**src/rtl/rec_packer.sv**
```systemverilog
// -----------------------------------------------------------------------------
// rec_packer
//   Packs 2-bit records {flag, data} into 32-bit words of up to 16 records.
//   A word closes on its 16th record or on a record marked in_last, and the
//   closed word is queued in a DEPTH-entry output FIFO.
//
// Parameters
//   DEPTH      output FIFO entries (power of two, 2..16)
//
// Ports
//   clk        single clock, all state on rising edge
//   rst_n      asynchronous active-low reset
//   in_valid   upstream record valid
//   in_ready   record accepted this cycle (FIFO not full)
//   in_rec     record {flag, data}, flag at bit 1
//   in_last    record closes the current word early
//   out_valid  packed word available (FIFO not empty)
//   out_ready  downstream takes the word this cycle
//   out_word   packed records, k-th record at [2k+1:2k], unfilled bits 0
//   out_cnt    records in out_word, 1..16
//   out_last   word was closed by in_last
//   out_par    XOR of out_word (only with REC_PACKER_PARITY_EN defined)
//
// Build option
//   REC_PACKER_PARITY_EN  adds the out_par port and its stored parity bit.
// -----------------------------------------------------------------------------
module rec_packer #(
  parameter int DEPTH = 4
) (
  input  logic        clk,
  input  logic        rst_n,
  input  logic        in_valid,
  output logic        in_ready,
  input  logic [1:0]  in_rec,
  input  logic        in_last,
  output logic        out_valid,
  input  logic        out_ready,
  output logic [31:0] out_word,
  output logic [4:0]  out_cnt,
  output logic        out_last
`ifdef REC_PACKER_PARITY_EN
  ,
  output logic        out_par
`endif
);

  localparam int PW = (DEPTH > 1) ? $clog2(DEPTH) : 1;
  localparam int CW = $clog2(DEPTH + 1);
  localparam logic [CW-1:0] FULL_CNT = CW'(DEPTH);

  typedef enum logic {
    EMPTY = 1'b0,
    FILL  = 1'b1
  } state_t;

  // ---------------------------------------------------------------------------
  // Accumulator
  // ---------------------------------------------------------------------------
  state_t      state;
  logic [3:0]  k;
  logic [31:0] acc;
  logic [31:0] next_word;
  logic        accept;
  logic        close;
  logic        push;
  logic        pop;

  assign accept = in_valid && in_ready;
  assign close  = accept && (in_last || (k == 4'd15));
  assign push   = close;

  // Word as it looks after inserting the current record at slot k.
  always_comb begin
    // NOTE: every variable assigned in always_comb gets a default first, so no path leaves it unassigned and no latch is inferred.
    next_word = (state == EMPTY) ? '0 : acc;
    // NOTE: blocking '=' in combinational logic, non-blocking '<=' for all clocked state below.
    next_word[{k, 1'b0} +: 2] = in_rec;
  end

  always_ff @(posedge clk or negedge rst_n) begin
    if (!rst_n) begin
      state <= EMPTY;
      k     <= '0;
      acc   <= '0;
    end else if (accept) begin
      if (close) begin
        state <= EMPTY;
        k     <= '0;
        acc   <= '0;
      end else begin
        state <= FILL;
        k     <= k + 4'd1;
        acc   <= next_word;
      end
    end
  end

  // ---------------------------------------------------------------------------
  // Output FIFO
  // ---------------------------------------------------------------------------
  logic [31:0]   mem_word [DEPTH];
  logic [4:0]    mem_cnt  [DEPTH];
  logic          mem_last [DEPTH];
`ifdef REC_PACKER_PARITY_EN
  logic          mem_par  [DEPTH];
`endif
  logic [PW-1:0] wr_ptr;
  logic [PW-1:0] rd_ptr;
  logic [CW-1:0] count;

  // NOTE: storage is deliberately not reset; the outputs are forced to zero while the FIFO is empty, so stale entries are never visible.
  always_ff @(posedge clk) begin
    if (push) begin
      mem_word[wr_ptr] <= next_word;
      mem_cnt[wr_ptr]  <= {1'b0, k} + 5'd1;
      mem_last[wr_ptr] <= in_last;
`ifdef REC_PACKER_PARITY_EN
      mem_par[wr_ptr]  <= ^next_word;
`endif
    end
  end

  // Pointers wrap naturally because DEPTH is a power of two.
  always_ff @(posedge clk or negedge rst_n) begin
    if (!rst_n) begin
      wr_ptr <= '0;
      rd_ptr <= '0;
      count  <= '0;
    end else begin
      if (push) wr_ptr <= wr_ptr + 1'b1;
      if (pop)  rd_ptr <= rd_ptr + 1'b1;
      unique case ({push, pop})
        2'b10:   count <= count + 1'b1;
        2'b01:   count <= count - 1'b1;
        default: count <= count;
      endcase
    end
  end

  // Flow control comes only from the registered count.
  assign in_ready  = (count != FULL_CNT);
  assign out_valid = (count != '0);
  assign pop       = out_valid && out_ready;

  assign out_word  = out_valid ? mem_word[rd_ptr] : '0;
  assign out_cnt   = out_valid ? mem_cnt[rd_ptr]  : '0;
  assign out_last  = out_valid ? mem_last[rd_ptr] : 1'b0;
`ifdef REC_PACKER_PARITY_EN
  assign out_par   = out_valid ? mem_par[rd_ptr]  : 1'b0;
`endif

endmodule

```
**config.mk**
```make
export PLATFORM = sky130hd
export DESIGN_NAME = rec_packer
export DESIGN_NICKNAME = d
export VERILOG_FILES = /design/src/rtl/rec_packer.sv
export SDC_FILE = /design/constraint.sdc
export NUM_CORES = 1
export LEC_CHECK = 0
export CAP_MARGIN = 20
export CELL_PAD_IN_SITES_DETAIL_PLACEMENT = 0
export CELL_PAD_IN_SITES_GLOBAL_PLACEMENT = 1
export CORE_MARGIN = 5
export CORE_UTILIZATION = 45
export CTS_BUF_LIST = sky130_fd_sc_hd__clkbuf_4
export CTS_CLUSTER_DIAMETER = 60
export DETAILED_ROUTE_END_ITERATION = 8
export PLACE_DENSITY_LB_ADDON = 0.1
export SLEW_MARGIN = 20
export SYNTH_ARGS = -nofsm -noshare
export SYNTH_HDL_FRONTEND = slang
export SYNTH_SLANG_ARGS = --single-unit
export TNS_END_PERCENT = 20
```
**constraint.sdc**
```tcl
create_clock -name clk -period 3.8 [get_ports clk]
set_clock_uncertainty 0.2 [all_clocks]
set_input_delay 0.57 -clock clk [delete_from_list [all_inputs] [get_ports clk]]
set_output_delay 0.57 -clock clk [all_outputs]
set_load 0.005 [all_outputs]
```
=== Word-level counts from Yosys, hierarchy flattened ===
Memory sizes are Yosys's and may differ from the RTL's.
Cells that the tools add are included.

* $add $sub $neg: 7
* Equality and inequality tests: 4
* Shifts and indexed selects: 2
* Mux-type cells: 11
* Reduce and logical (&&, ||, !) cells: 6

{| class="wikitable"
|+ Operators by type and width
! operator !! number
|-
| two-way mux 32 bit || 3
|-
| bitwise mux 32 bit || 1
|-
| variable shift 2 x 7 -> 32 bit, first input constant || 1
|-
| indexed part select 2 x 7 -> 32 bit || 1
|-
| negation 5 -> 7 bit || 1
|-
| one-hot mux 3 bit (2 select lines) || 1
|-
| adder 4 x 1 -> 5 bit, second input constant || 1
|-
| two-way mux 5 bit || 1
|-
| adder 2 x 1 -> 2 bit, second input constant || 2
|-
| adder 4 x 1 -> 4 bit, second input constant || 1
|-
| == test 4 bit, second input constant || 1
|-
| two-way mux 1 bit || 4
|-
| two-way mux 4 bit || 1
|-
| adder 3 x 1 -> 3 bit, second input constant || 1
|-
| logical AND 1 bit || 3
|-
| != test 3 bit, second input constant || 1
|-
| nonzero test 3 bit || 1
|-
| subtractor 3 x 1 -> 3 bit, second input constant || 1
|-
| == test 2 x 1 -> 1 bit, second input constant || 1
|-
| == test 2 bit, second input constant || 1
|-
| nonzero test 2 bit || 1
|-
| logical OR 1 bit || 1
|}

* Flip-flop bits (word level): 44
* Memory bits (writable): 152
* Input port bits: 7
* Output and inout bits: 40
* Logic and storage cells: 39
* Memories kept: 3

{| class="wikitable"
|+ Memory list
! name !! words !! bits a word !! rd ports !! clocked after Yosys merged registers in !! write ports !! line !! source
|-
| mem_word || 4 || 32 || 1 || 0 || 1 || 101 || <nowiki>logic [31:0] mem_word [DEPTH];</nowiki>
|-
| mem_cnt || 4 || 5 || 1 || 0 || 1 || 102 || <nowiki>logic [4:0] mem_cnt [DEPTH];</nowiki>
|-
| mem_last || 4 || 1 || 1 || 0 || 1 || 103 || <nowiki>logic mem_last [DEPTH];</nowiki>
|}

=== Logic depth before layout (Yosys ltp) ===
* Word-level depth: 5
* Mapped depth: 11
* Depth with buffers taken out: 10

=== Least setup slack after synthesis ===
Ideal clock, no wire load.

* Kind: register to register
* Start point: register k[1]
* End point: memory mem_cnt[0][0] (enable)
* Setup time: 0.399 ns
* Arrival time: 2.252 ns
* Required time: 3.201 ns
* Path slack: 0.949 ns
* Stages on the path, launching flop included: 6
* Buffers on the path: 1
* Clock period less this slack: 2.851 ns
* Path through: dfrtp_1 ha_1 clkbuf_1 a31oi_1 nor2_1 and2_1

* Longest elaborated chain between the ends: 5

{| class="wikitable"
|+ Ends and longest elaborated chain
! what !! line !! source
|-
| start: declaration || 60 || <nowiki>logic [3:0] k;</nowiki>
|-
| start signal: assignment || 92 || <nowiki>k <= k + 4'd1;</nowiki>
|-
| == test 4 bit || 69 || <nowiki>assign close = accept && (in_last || (k == 4'd15));</nowiki>
|-
| logical OR 1 bit || 69 ||
|-
| logical AND 1 bit || 69 ||
|-
| two-way mux 1 bit || 113 || <nowiki>if (push) begin</nowiki>
|-
| two-way mux 1 bit (implied by the code) || 115 || <nowiki>mem_cnt[wr_ptr] <= {1'b0, k} + 5'd1;</nowiki>
|-
| end: declaration || 102 ||
|}

No other way between the ends.

=== Worst setup path in the final report ===
* Start point: register count[0]
* End point: output port out_word[22]

* Longest elaborated chain between the ends: 2

{| class="wikitable"
|+ Ends and longest elaborated chain
! what !! line !! source
|-
| start: declaration || 109 || <nowiki>logic [CW-1:0] count;</nowiki>
|-
| start signal: assignment || 133 || <nowiki>2'b10: count <= count + 1'b1;</nowiki>
|-
| start signal: assignment || 134 || <nowiki>2'b01: count <= count - 1'b1;</nowiki>
|-
| start signal: assignment || 135 || <nowiki>default: count <= count;</nowiki>
|-
| nonzero test 3 bit || 142 || <nowiki>assign out_valid = (count != '0);</nowiki>
|-
| two-way mux 32 bit || 145 || <nowiki>assign out_word = out_valid ? mem_word[rd_ptr] : '0;</nowiki>
|-
| end: declaration || 38 || <nowiki>output logic [31:0] out_word,</nowiki>
|}

No other way between the ends.

==> flow_summary.ini <==
[clocking]
path_clk_slew_ns = 0.14
cts_made_buffers = 17
h-tree-depth = 4
clkSinkCount = 196
clock_latency_ns = 0.56
clock-root-buffer = clkbuf_4
cts_tree = yes
cts_buffer_depth = 2

[min_path]
min_path_type = flop to flop

[logic_synthesis]
syn_avg_cell_area_um2 = 15.18
async_reset_ff_share_pct = 22.45
yosys_most_used_dff = edfxtp_1
synth_xor_area_share_pct = 0.8315
muxShareOfSynthArea_pct = 10.51
seq_area_frac_synth_pct = 67.23
synth_area_mm2 = 0.008427
synth-simple-area-share_pct = 9.814
synth-compound-area-share_pct = 7.899
synthAdderAreaFrac_pct = 1.425
synth-edff-count = 152
synth_area_leaders = edfxtp_1 54%, dfrtp_1 13%, mux4_2 10%
syn_nets = 571
yosys_warnings = 0
synth_cell_types = 51
synth_top_family_by_area = multiplexers
ys_ff_latch = 196
yosys.area.top_type = edfxtp_1
synth.top_cell.area_share_pct = 54.16
synthCells = 555

[placement]
dp_hpwl_mm = 11.27
io_buffers = 46
gp_congestion = 0.7948

[sta]
period_minus_slack_ns = 3.318
tns_ns = 0
tightest_slew_ns = 0.6985
setup_violations = 0
maxSlewHeadroom_pct = 53.43
fin_crit_sh_pct = 87.31
clock.fmax_ghz = 0.3014
drv_slew = 0
rsz0062_at_grt = false
hold_violations = 0

[power]
ir_drop_uv = 573.2
p_comb_share_pct = 39.3
internal_power_uw = 4269
power_uw = 6205
swShare_pct = 31.20
switchingPower_uw = 1936
p_seq_share_pct = 43.4
power.share.clock_pct = 17.4
p_leak_uw = 0.003290
power.density_mw_per_mm2 = 654.6

[floorplan]
die_h_um = 146.8
ios = 47
die_w_um = 146.8
core_area_mm2 = 0.01858
num_rows = 50
start_util_pct = 45.35
dieArea_mm2 = 0.02156

[setup_path]
worstPathMaxFanout = 21
critPathKind = flop to output pin
r2r_slack_ns = 0.82
cp.arrival_ns = 2.55
required_ns = 3.03
end_kind = output pin
startpoint_type = flop

[cells_and_area]
nNetsFinal = 623
area_growth_pct = 12.47
drive_gt1_share_pct = 15.83
mostFrequentLayoutCell = edfxtp_1
final_cell_mix = 152 x edfxtp_1, 46 x o21ai_0, 45 x clkdlybuf4s50_1, 43 x dfrtp_1, 42 x and2_1

[global_routing]
grtUsageTotal_pct = 16.99
grt_max_degree = 45
grt_pass1_vias = 5034
grt-ovfl-total = 0
grt_pass1_wl_mm = 28.23
antenna_found_initial = 1

[drt]
vias = 4827
drt_iter0_drc = 331
wl_mm = 17.42
drt_pass1_iterations = 5
postRouteAntennaNets = 0
wl_per_cell_um = 20.40
remaining_drc_errors = 0
vias_per_cell = 5.652

[job]
drv_cap = 0

[status]
outcome = finished, final reports clean
kinds of logic (layout without fill, tap and decap cells):
family | count (synthesis) | in the layout
DFF | 196 | 196
and+or+nand+nor | 154 | 154
AOI/OAI and AO/OA | 103 | 103
buffers and inverters | 44 | 108
muxes | 41 | 41
adders and majority gates | 9 | 9
xor gates and xnor gates | 8 | 8
other | 0 | 1
area by class of cell:
type                       count  area, µm²
multi-input combinational    315       2574
timing repair buffer          60      603.1
tap                          234      292.8
fill                        1588       9102
clock buffer                  19      142.6
clock inverter                12      132.6
antenna                        1      2.502
sequential                   196       5667
inverter                      17      63.81
per-layer routing:
metal	track usage (%)	vias up	wire length, µm
li1	-	2218	-
met1	23.90	2498	8110
met2	27.29	103	8588
met3	3.701	8	596
met4	4.139	0	128
met5	0	-	0
stage by stage:
step / hold WS (ns) / utilization, % / setup slack [ns] / cell area [µm²] / std cells
2_1_floorplan: 0.07441 / - / 0.9488 / 8427 / 555
3_3_place_gp: 0.2603 / 49.45 / 0.7670 / 9188 / 821
3_5_place_dp: 0.2665 / 49.45 / 0.6857 / 9188 / 821
4_1_cts: 0.2902 / 50.98 / 0.3510 / 9473 / 853
5_1_grt: 0.3044 / 51.01 / 0.2483 / 9478 / 854
6_report: 0.2900 / 51.01 / 0.4823 / 9478 / 854
synth_stat cells (9+ instances only):
master    count
buf_2        10
nor3_1        9
inv_1        15
a21o_1       16
mux4_2       38
edfxtp_1    152
dfrtp_1      44
o21ai_0      46
nand3_1      30
clkbuf_1      9
nand2_1      40
and2_1       46
critical path, cell delays in order, from the launching register on:
cell	delay [ns]
dfrtp_1	0.44
or3_1	0.67
buf_12	0.28
and2_1	0.15
clkdlybuf4s50_1	0.44
path summary, 6_finish.rpt:
| kind | start | endpoint | depth (start not counted) |
|---|---|---|---|
| max | count[0] | out_word[22] | 4 |
| min | count[2] | count[2] | 1 |
| max reg2reg | k[0] | mem_word[2][1] | 5 |
| min reg2reg | count[2] | count[2] | 1 |
| max in group asynchronous | rst_n | rd_ptr[0] | 2 |
| min in group asynchronous | rst_n | rd_ptr[1] | 2 |
sequential cells by signal, summed over array words and instances (netlist names):
signal	count
acc	32
state	1
mem_last	4
mem_cnt	20
wr_ptr	2
k	4
count	3
rd_ptr	2
mem_word	128
power by group through the flow:
stage               logic (µW)  clock network [µW]  registers [µW]
global placement          2470                   0            2730
global route              2680                1220            2720
detailed placement        2480                   0            2740
finish                    2440                1080            2690
floorplan                 1480                   0            2700
CTS                       2500                1120            2690
timing repair:
item,4_1_cts,5_1_grt
buffers inserted,0,0
hold buffers,1,0
endpoints found under the hold margin,44,0
gates resized for setup,0,0
Note: power is estimated with default switching activity, not from simulation.
